File: config.mk
export PLATFORM = sky130hd
export DESIGN_NAME = mtc_link_arbiter_flat
export DESIGN_NICKNAME = d
export VERILOG_FILES = /design/src/rtl/l0mdt_dataformats_svh.sv /design/src/rtl/mtc_link_arbiter_if.sv /design/src/rtl/mtc_req_fifo.sv /design/src/rtl/mtc_link_arbiter.sv /design/src/flat_wrapper.sv
export SDC_FILE = /design/constraint.sdc
export NUM_CORES = 2
export LEC_CHECK = 0
export ABC_AREA = 1
export ABC_CLOCK_PERIOD_IN_PS = 9700
export CORE_MARGIN = 2
export CORE_UTILIZATION = 52
export DETAILED_ROUTE_END_ITERATION = 12
export GPL_TIMING_DRIVEN = 0
export PLACE_DENSITY = 0.75
export REMOVE_ABC_BUFFERS = 1
export SLEW_MARGIN = 5
export SYNTH_ARGS = -nofsm -noshare
export SYNTH_HDL_FRONTEND = slang
export SYNTH_SLANG_ARGS = --single-unit
File: constraint.sdc
create_clock -name clock -period 9.7 [get_ports clock]
set_input_delay 0.97 -clock clock [delete_from_list [all_inputs] [get_ports clock]]
set_output_delay 0.97 -clock clock [all_outputs]
set_load 0.01 [all_outputs]
File: src/rtl/l0mdt_dataformats_svh.sv
// rtl/l0mdt_dataformats_svh.sv - MTC2SL word layout, field offsets and arbiter state type
package l0mdt_dataformats_svh;

  localparam int MTC2SL_LEN       = 193;
  localparam int MTC2SL_DV_BIT    = 192;
  localparam int MTC2SL_SLCID_LSB = 157;
  localparam int MTC2SL_SLCID_W   = 3;
  localparam int MTC2SL_SLID_LSB  = 93;
  localparam int MTC2SL_SLID_W    = 6;

  // SLC common block occupies [159:99]; slcid sits at its top
  typedef struct packed {
    logic [MTC2SL_SLCID_W-1:0] slcid;
    logic [57:0]               rsvd;
  } slc_common_t;

  // SL trailer occupies [98:93]
  typedef struct packed {
    logic [MTC2SL_SLID_W-1:0] slid;
  } sl_trailer_t;

  typedef struct packed {
    logic        datavalid;   // [192]
    logic [31:0] mtc_hdr;     // [191:160]
    slc_common_t slc_common;  // [159:99]
    sl_trailer_t sl_trailer;  // [98:93]
    logic [92:0] body;        // [92:0]
  } mtc2sl_t;

  typedef enum logic {
    ST_RUN   = 1'b0,
    ST_FLUSH = 1'b1
  } arb_state_t;

endpackage

File: src/rtl/mtc_link_arbiter_if.sv
// rtl/mtc_link_arbiter_if.sv - candidate, config and link signals of the MTC link arbiter
interface mtc_link_arbiter_if
  import l0mdt_dataformats_svh::*;
#(
  parameter int N = 3
) ();

  mtc2sl_t [N-1:0] mtc_in;
  logic    [N-1:0] mtc_in_ready;
  logic            cfg_load;
  logic [5:0]      cfg_slid;
  logic [2:0]      cfg_slcid;
  mtc2sl_t         mtc2sl;
  logic            link_ready;
  logic            flushing;
  logic    [N-1:0] drop_ovf;
  logic    [N-1:0] drop_id;

  modport master (
    output mtc_in, cfg_load, cfg_slid, cfg_slcid, link_ready,
    input  mtc_in_ready, mtc2sl, flushing, drop_ovf, drop_id
  );

  modport slave (
    input  mtc_in, cfg_load, cfg_slid, cfg_slcid, link_ready,
    output mtc_in_ready, mtc2sl, flushing, drop_ovf, drop_id
  );

endinterface

File: src/rtl/mtc_req_fifo.sv
// rtl/mtc_req_fifo.sv - per-requester synchronous FIFO with full/empty flags and sync clear
module mtc_req_fifo #(
  parameter int W     = 193,
  parameter int DEPTH = 4
) (
  input  logic         clock,
  input  logic         rst,
  input  logic         clr,
  input  logic         push,
  input  logic [W-1:0] din,
  input  logic         pop,
  output logic [W-1:0] dout,
  output logic         full,
  output logic         empty
);

  localparam int AW = $clog2(DEPTH);

  logic [W-1:0] mem [DEPTH];
  logic [AW-1:0] wptr, rptr;
  logic [AW:0]   count;

  assign full  = (count == (AW+1)'(DEPTH));
  assign empty = (count == '0);
  // first-word fall-through: the head is visible while it waits for a grant
  assign dout  = mem[rptr];

  // pointer and occupancy tracking; push-while-full is legal when pop frees the head
  always_ff @(posedge clock or posedge rst) begin
    if (rst) begin
      wptr  <= '0;
      rptr  <= '0;
      count <= '0;
    end else if (clr) begin
      wptr  <= '0;
      rptr  <= '0;
      count <= '0;
    end else begin
      if (push) wptr <= wptr + 1'b1;
      if (pop)  rptr <= rptr + 1'b1;
      count <= count + (AW+1)'(push) - (AW+1)'(pop);
    end
  end

  // storage needs no reset; stale entries are never read past the pointers
  always_ff @(posedge clock) begin
    if (push && !clr) mem[wptr] <= din;
  end

endmodule

File: src/rtl/mtc_link_arbiter.sv
// rtl/mtc_link_arbiter.sv - round-robin MTC candidate arbiter for one MTC2SL link (option: MTC_ARB_STATS_EN)
module mtc_link_arbiter
  import l0mdt_dataformats_svh::*;
#(
  parameter int         c_NUM_REQ  = 3,
  parameter int         FIFO_DEPTH = 4,
  parameter logic [5:0] RST_SLID   = 6'd0,
  parameter logic [2:0] RST_SLCID  = 3'd0
) (
  input  logic clock,
  input  logic rst,
  mtc_link_arbiter_if.slave bus
`ifdef MTC_ARB_STATS_EN
  ,
  output logic [c_NUM_REQ-1:0][15:0] stat_grant_cnt,
  output logic [15:0]                stat_ovf_cnt,
  output logic [15:0]                stat_id_cnt
`endif
);

  localparam int PW = $clog2(c_NUM_REQ);

  arb_state_t state_q, state_d;
  logic [5:0] slid_q;
  logic [2:0] slcid_q;
  logic [PW-1:0] rr_q, rr_d;
  mtc2sl_t mtc2sl_q, mtc2sl_d;
  logic [c_NUM_REQ-1:0] drop_ovf_q, drop_id_q;

  mtc2sl_t fifo_dout [c_NUM_REQ];
  logic [c_NUM_REQ-1:0] full, empty, push, pop, id_ok, ovf_d, idm_d;
  logic grant_vld;
  logic [PW-1:0] grant_idx, idx;
  logic flush_now;

  // a cfg_load cycle already behaves as flush: no writes, no grants, FIFOs cleared
  assign flush_now = bus.cfg_load || (state_q == ST_FLUSH);

  assign bus.mtc2sl       = mtc2sl_q;
  assign bus.flushing     = (state_q == ST_FLUSH);
  assign bus.mtc_in_ready = {c_NUM_REQ{state_q == ST_RUN}} & ~full;
  assign bus.drop_ovf     = drop_ovf_q;
  assign bus.drop_id      = drop_id_q;

  for (genvar i = 0; i < c_NUM_REQ; i++) begin : g_fifo
    mtc_req_fifo #(.W(MTC2SL_LEN), .DEPTH(FIFO_DEPTH)) u_fifo (
      .clock (clock),
      .rst   (rst),
      .clr   (flush_now),
      .push  (push[i]),
      .din   (bus.mtc_in[i]),
      .pop   (pop[i]),
      .dout  (fifo_dout[i]),
      .full  (full[i]),
      .empty (empty[i])
    );
  end

  // input stage: identity filter, then write or classify the loss
  always_comb begin
    id_ok = '0;
    push  = '0;
    ovf_d = '0;
    idm_d = '0;
    for (int i = 0; i < c_NUM_REQ; i++) begin
      id_ok[i] = (bus.mtc_in[i][MTC2SL_SLCID_LSB +: MTC2SL_SLCID_W] == slcid_q) &&
                 (bus.mtc_in[i][MTC2SL_SLID_LSB +: MTC2SL_SLID_W] == slid_q);
      if (bus.mtc_in[i][MTC2SL_DV_BIT] && !flush_now) begin
        if (!id_ok[i])                   idm_d[i] = 1'b1;
        else if (full[i] && !pop[i])     ovf_d[i] = 1'b1;
        else                             push[i]  = 1'b1;
      end
    end
  end

  // round-robin search from the pointer and output-register load/hold/clear
  always_comb begin
    grant_vld = 1'b0;
    grant_idx = '0;
    idx       = '0;
    pop       = '0;
    rr_d      = rr_q;
    mtc2sl_d  = mtc2sl_q;
    for (int k = 0; k < c_NUM_REQ; k++) begin
      idx = PW'((int'(rr_q) + k) % c_NUM_REQ);
      if (!grant_vld && !empty[idx]) begin
        grant_vld = 1'b1;
        grant_idx = idx;
      end
    end
    if (flush_now) begin
      if (bus.link_ready) mtc2sl_d = '0;
    end else if (!mtc2sl_q.datavalid || bus.link_ready) begin
      if (grant_vld) begin
        mtc2sl_d       = fifo_dout[grant_idx];
        pop[grant_idx] = 1'b1;
        rr_d = (grant_idx == PW'(c_NUM_REQ - 1)) ? '0 : grant_idx + 1'b1;
      end else begin
        mtc2sl_d = '0;
      end
    end
  end

  // FSM next state: leave FLUSH on the edge that leaves the output register empty
  always_comb begin
    state_d = state_q;
    case (state_q)
      ST_RUN:   if (bus.cfg_load) state_d = ST_FLUSH;
      ST_FLUSH: if (!bus.cfg_load && (!mtc2sl_q.datavalid || bus.link_ready)) state_d = ST_RUN;
      default:  state_d = ST_RUN;
    endcase
  end

  // state, identity, pointer, output and drop-pulse registers
  always_ff @(posedge clock or posedge rst) begin
    if (rst) begin
      state_q    <= ST_RUN;
      slid_q     <= RST_SLID;
      slcid_q    <= RST_SLCID;
      rr_q       <= '0;
      mtc2sl_q   <= '0;
      drop_ovf_q <= '0;
      drop_id_q  <= '0;
    end else begin
      state_q <= state_d;
      if (bus.cfg_load) begin
        slid_q  <= bus.cfg_slid;
        slcid_q <= bus.cfg_slcid;
      end
      rr_q       <= rr_d;
      mtc2sl_q   <= mtc2sl_d;
      drop_ovf_q <= ovf_d;
      drop_id_q  <= idm_d;
    end
  end

`ifdef MTC_ARB_STATS_EN
  logic [16:0] ovf_sum, id_sum;
  assign ovf_sum = {1'b0, stat_ovf_cnt} + 17'($countones(ovf_d));
  assign id_sum  = {1'b0, stat_id_cnt}  + 17'($countones(idm_d));

  // saturating event counters, cleared on reconfiguration
  always_ff @(posedge clock or posedge rst) begin
    if (rst) begin
      stat_grant_cnt <= '0;
      stat_ovf_cnt   <= '0;
      stat_id_cnt    <= '0;
    end else if (bus.cfg_load) begin
      stat_grant_cnt <= '0;
      stat_ovf_cnt   <= '0;
      stat_id_cnt    <= '0;
    end else begin
      for (int i = 0; i < c_NUM_REQ; i++) begin
        if (pop[i] && stat_grant_cnt[i] != 16'hFFFF)
          stat_grant_cnt[i] <= stat_grant_cnt[i] + 16'd1;
      end
      stat_ovf_cnt <= ovf_sum[16] ? 16'hFFFF : ovf_sum[15:0];
      stat_id_cnt  <= id_sum[16]  ? 16'hFFFF : id_sum[15:0];
    end
  end
`endif

endmodule

File: src/flat_wrapper.sv
// flat-port wrapper written by rule: the top's interface ports become plain ports
module mtc_link_arbiter_flat import l0mdt_dataformats_svh::*;
#(
  parameter int         c_NUM_REQ  = 3,
  parameter int         FIFO_DEPTH = 4,
  parameter logic [5:0] RST_SLID   = 6'd0,
  parameter logic [2:0] RST_SLCID  = 3'd0
)
  (clock, rst, bus_mtc_in, bus_cfg_load, bus_cfg_slid, bus_cfg_slcid, bus_link_ready, bus_mtc_in_ready, bus_mtc2sl, bus_flushing, bus_drop_ovf, bus_drop_id);
  mtc_link_arbiter_if #(.N(3)) bus_i ();
  input  logic clock;
  input  logic rst;
  input wire logic [$bits(bus_i.mtc_in)-1:0] bus_mtc_in;
  input wire logic [$bits(bus_i.cfg_load)-1:0] bus_cfg_load;
  input wire logic [$bits(bus_i.cfg_slid)-1:0] bus_cfg_slid;
  input wire logic [$bits(bus_i.cfg_slcid)-1:0] bus_cfg_slcid;
  input wire logic [$bits(bus_i.link_ready)-1:0] bus_link_ready;
  output wire logic [$bits(bus_i.mtc_in_ready)-1:0] bus_mtc_in_ready;
  output wire logic [$bits(bus_i.mtc2sl)-1:0] bus_mtc2sl;
  output wire logic [$bits(bus_i.flushing)-1:0] bus_flushing;
  output wire logic [$bits(bus_i.drop_ovf)-1:0] bus_drop_ovf;
  output wire logic [$bits(bus_i.drop_id)-1:0] bus_drop_id;
  assign bus_i.mtc_in = bus_mtc_in;
  assign bus_i.cfg_load = bus_cfg_load;
  assign bus_i.cfg_slid = bus_cfg_slid;
  assign bus_i.cfg_slcid = bus_cfg_slcid;
  assign bus_i.link_ready = bus_link_ready;
  assign bus_mtc_in_ready = bus_i.mtc_in_ready;
  assign bus_mtc2sl = bus_i.mtc2sl;
  assign bus_flushing = bus_i.flushing;
  assign bus_drop_ovf = bus_i.drop_ovf;
  assign bus_drop_id = bus_i.drop_id;
  mtc_link_arbiter #(.c_NUM_REQ(c_NUM_REQ), .FIFO_DEPTH(FIFO_DEPTH), .RST_SLID(RST_SLID), .RST_SLCID(RST_SLCID)) u_core (.clock(clock), .rst(rst), .bus(bus_i));
endmodule
==> flow_metrics.env <==
export IMPL_post_cts_resized=0
export IMPL_start_util_pct=52.3
export IMPL_cp_end_kind="flip-flop"
export IMPL_drc=0
export IMPL_grt_max_degree=138
export IMPL_insertion_delay_ns=0.94
export IMPL_fp_row_count=160
export IMPL_max_freq_mhz=158
export IMPL_ys_warn_count=0
export IMPL_startpoint="bus_cfg_load"
export IMPL_finalHoldViolCount=0
export IMPL_cpLargestDelayFamily="buffers and inverters"
export IMPL_layout_common_cells="edfxtp_1 (2316), nand2_1 (1427), clkdlybuf4s50_1 (794), nor2_1 (657), o21ai_0 (625)"
export IMPL_synth_top_area_share_pct=70.1
export IMPL_cts_root_buf="clkbuf_16"
export IMPL_seqPwrFrac_pct=38.4
export IMPL_grt_pass1_vias=66700
export IMPL_period_share_pct=65.4
export IMPL_cts_setup_buffers=0
export IMPL_syn_area_um2=99300
export IMPL_crit_fanout=41
export IMPL_p_int_mw=21.2
export IMPL_pwr_share_clk_pct=31.5
export IMPL_drt_iter0_drc=8671
export IMPL_cts_made_buffers=275
export IMPL_dieWidth_um=441
export IMPL_ctsLongestPathBuffers=4
export IMPL_crit_slowest_cell="nor2_2"
export IMPL_startpoint_type="input port"
export IMPL_p_comb_share_pct=30.1
export IMPL_cp_data_required_time_ns=10.30
export IMPL_path_cells="clkdlybuf4s50_1, nor2_2, inv_1, nor2_1, nand2_8, inv_6, nand3_2, nand2_1, nand2_2, nor2_4, buf_12, buf_12, buf_12, buf_16, buf_16, buf_16"
export IMPL_routed_via_density=6.14
export IMPL_status="complete, no violations"
export IMPL_finClkSkew_ns=0.0597
export IMPL_final_max_slew_viol_count=0
export IMPL_htree_levels=5
export IMPL_antenna_left=0
export IMPL_die_y_um=441
export IMPL_switching_share_pct=34.8
export IMPL_syn_to_final_growth_pct=22.9
export IMPL_crit_type="in2reg"
export IMPL_ios=795
export IMPL_avgSynthCellArea_um2=13.3
export IMPL_period_needed_ns=6.35
export IMPL_ys_types=39
export IMPL_grt_use_total_pct=30.1
export IMPL_finalWirelength_mm=301
export IMPL_ys_seq_area_share_pct=75.9
export IMPL_place_gp_congestion=0.780
export IMPL_arrival_ns=6.94
export IMPL_report_final_setup_viol=0
export IMPL_grt_remaining_overflow=0
export IMPL_p_sw_mw=11.3
export IMPL_final_util_pct=64.2
export IMPL_power_density_nw_per_um2=266
export IMPL_p_leak_nw=42.5
export IMPL_dp_hpwl_mm=184
export IMPL_dr_pass1_iters=6
export IMPL_core_um2=190000
export IMPL_hold_class="in2async"
export IMPL_cts_sinks=2548
export IMPL_fin_cells=11000
export IMPL_antenna_found_initial=136
export IMPL_cts_tree="yes"
export IMPL_via_count=67900
export IMPL_slew_headroom_pct=38.5
export IMPL_reg2reg_from="u_core.bus.flushing$_DFF_PP0_"
export IMPL_drive_above_1_share_pct=7.58
export IMPL_dp_cells=10500
export IMPL_grt_pass1_wl_mm=429
export IMPL_avgRoutedWirePerCell_um=27.2
export IMPL_maxCapViolCount=0
export IMPL_rsz0062_at_grt="false"
export IMPL_layout_commonest_cell="edfxtp_1"
export IMPL_synth_largest_area_cell="edfxtp_1"
export IMPL_hold_buffers=0
export IMPL_netlist_instances=7474
export IMPL_port_buffers=794
export IMPL_dieArea_um2=194000
export IMPL_irDropWorstVdd_uv=650
export IMPL_max_stage_delay_ns=0.89
export IMPL_worst_pin_slew_ns=0.920
export IMPL_clkSlewWorstSetupHoldPaths_ns=0.06
export IMPL_path_buf_inv=9
export IMPL_fin_nets=8840
export IMPL_synth_seq_cells=2548
export IMPL_synth_area_leaders="edfxtp_1 (70%), dfrtp_1 (5.8%), nand2_1 (5.4%), o21ai_0 (3.2%), nor2_1 (2.5%)"
## routing by layer
| layer | share of wire (%) | up-vias | track usage [%] |
|---|---|---|---|
| met3 | 10 | 781 | 6.65 |
| met2 | 48 | 4146 | 48.5 |
| li1 | - | 29100 | - |
| met4 | 5.6 | 66 | 18.8 |
| met5 | 0.15 | - | 0 |
| met1 | 36 | 33700 | 37.2 |
## per-stage QoR
stage                     worst slack [ns]  area, um2  power (mW)  hold WS, ns  TNS [ns]
after floorplan                      -5.11      97200        17.6        0.520  -8250.71
after global placement              -27.62     108000        22.1        0.513         -
after detailed placement              2.45     113000        22.3        0.517         0
after CTS                             3.43     122000        32.5        0.386         0
after global routing                  3.15     122000        33.6        0.433         0
final                                 3.35     122000        32.5        0.442         0
## cells in the mapped netlist
| library cell | n |
|---|---|
| nor2_8 | 1 |
| nand2_2 | 10 |
| buf_2 | 58 |
| clkbuf_2 | 1 |
| nor2_4 | 1 |
| nor4_1 | 2 |
| o21ai_0 | 625 |
| xnor2_1 | 21 |
| a32o_1 | 192 |
| buf_4 | 11 |
| dfrtp_1 | 232 |
| a22oi_1 | 77 |
| fa_1 | 3 |
| nor2_1 | 669 |
| nor2_2 | 5 |
| o21bai_1 | 1 |
| inv_2 | 10 |
| xor2_1 | 9 |
| ha_1 | 20 |
| buf_1 | 40 |
| o21ai_1 | 83 |
| nand3_2 | 2 |
| a32oi_1 | 114 |
| nand2_4 | 2 |
| inv_1 | 247 |
| a21oi_1 | 466 |
| mux2_2 | 8 |
| nand4_1 | 11 |
| edfxtp_1 | 2316 |
| clkbuf_1 | 389 |
| nor3_1 | 4 |
| nand3b_1 | 1 |
| o22ai_1 | 273 |
| buf_8 | 1 |
| nand2_1 | 1428 |
| o211ai_1 | 114 |
| buf_6 | 10 |
| nand3_1 | 16 |
| inv_4 | 1 |
## registers in the layout, indices dropped and copies added, names as in the netlist
signal                      cells
u_core.bus.drop_ovf             3
u_core.g_fifo.u_fifo.wptr       6
u_core.g_fifo.u_fifo.mem     2316
u_core.bus.mtc2sl             193
u_core.bus.drop_id              3
u_core.g_fifo.u_fifo.count      9
u_core.g_fifo.u_fifo.rptr       6
u_core.bus.flushing             1
u_core.slid_q                   6
u_core.slcid_q                  3
u_core.rr_q                     2
## area by class of cell
| cell class | count | area [um2] |
|---|---|---|
| tap | 2511 | 3140 |
| timing repair buffer | 984 | 12400 |
| fill | 13100 | 68000 |
| inverter | 258 | 1040 |
| antenna | 109 | 273 |
| clock buffer | 381 | 7720 |
| clock inverter | 98 | 1000 |
| multi-input combinational | 4158 | 21000 |
| sequential | 2548 | 75400 |
## power groups by stage
stage	clock (mW)	combinational, mW	sequential, mW
2_1_floorplan	0	4.75	12.9
3_3_place_gp	0	8.84	13.3
3_5_place_dp	0	9.60	12.7
4_1_cts	10.3	9.68	12.5
5_1_grt	10.8	10.4	12.5
6_report	10.2	9.79	12.5
## cells by family after synthesis
group           Yosys count  share of synthesized area, %
compound gates         1945                          12.0
xor+xnor                 30                         0.265
fa+ha+maj                23                         0.313
buf+inv                 768                          3.11
flops                  2548                          75.9
mux                       8                        0.0907
simple gates           2152                          8.29
## path summary, 6_finish.rpt
path	endpoint	slack (ns)	depth (start not counted)
max	u_core.g_fifo[0].u_fifo.mem[3][58]$_DFFE_PP_	3.35	16
min	u_core.bus.mtc2sl[178]$_DFFE_PP0P_	0.44	2
max reg2reg	u_core.g_fifo[0].u_fifo.mem[3][58]$_DFFE_PP_	4.06	15
min reg2reg	u_core.bus.mtc2sl[0]$_DFFE_PP0P_	0.52	2
max in group asynchronous	u_core.g_fifo[2].u_fifo.rptr[1]$_DFFE_PP0P_	7.25	5
min in group clock	u_core.bus.mtc2sl[0]$_DFFE_PP0P_	0.52	2
No activity file was read; power rests on OpenSTA's default activity.
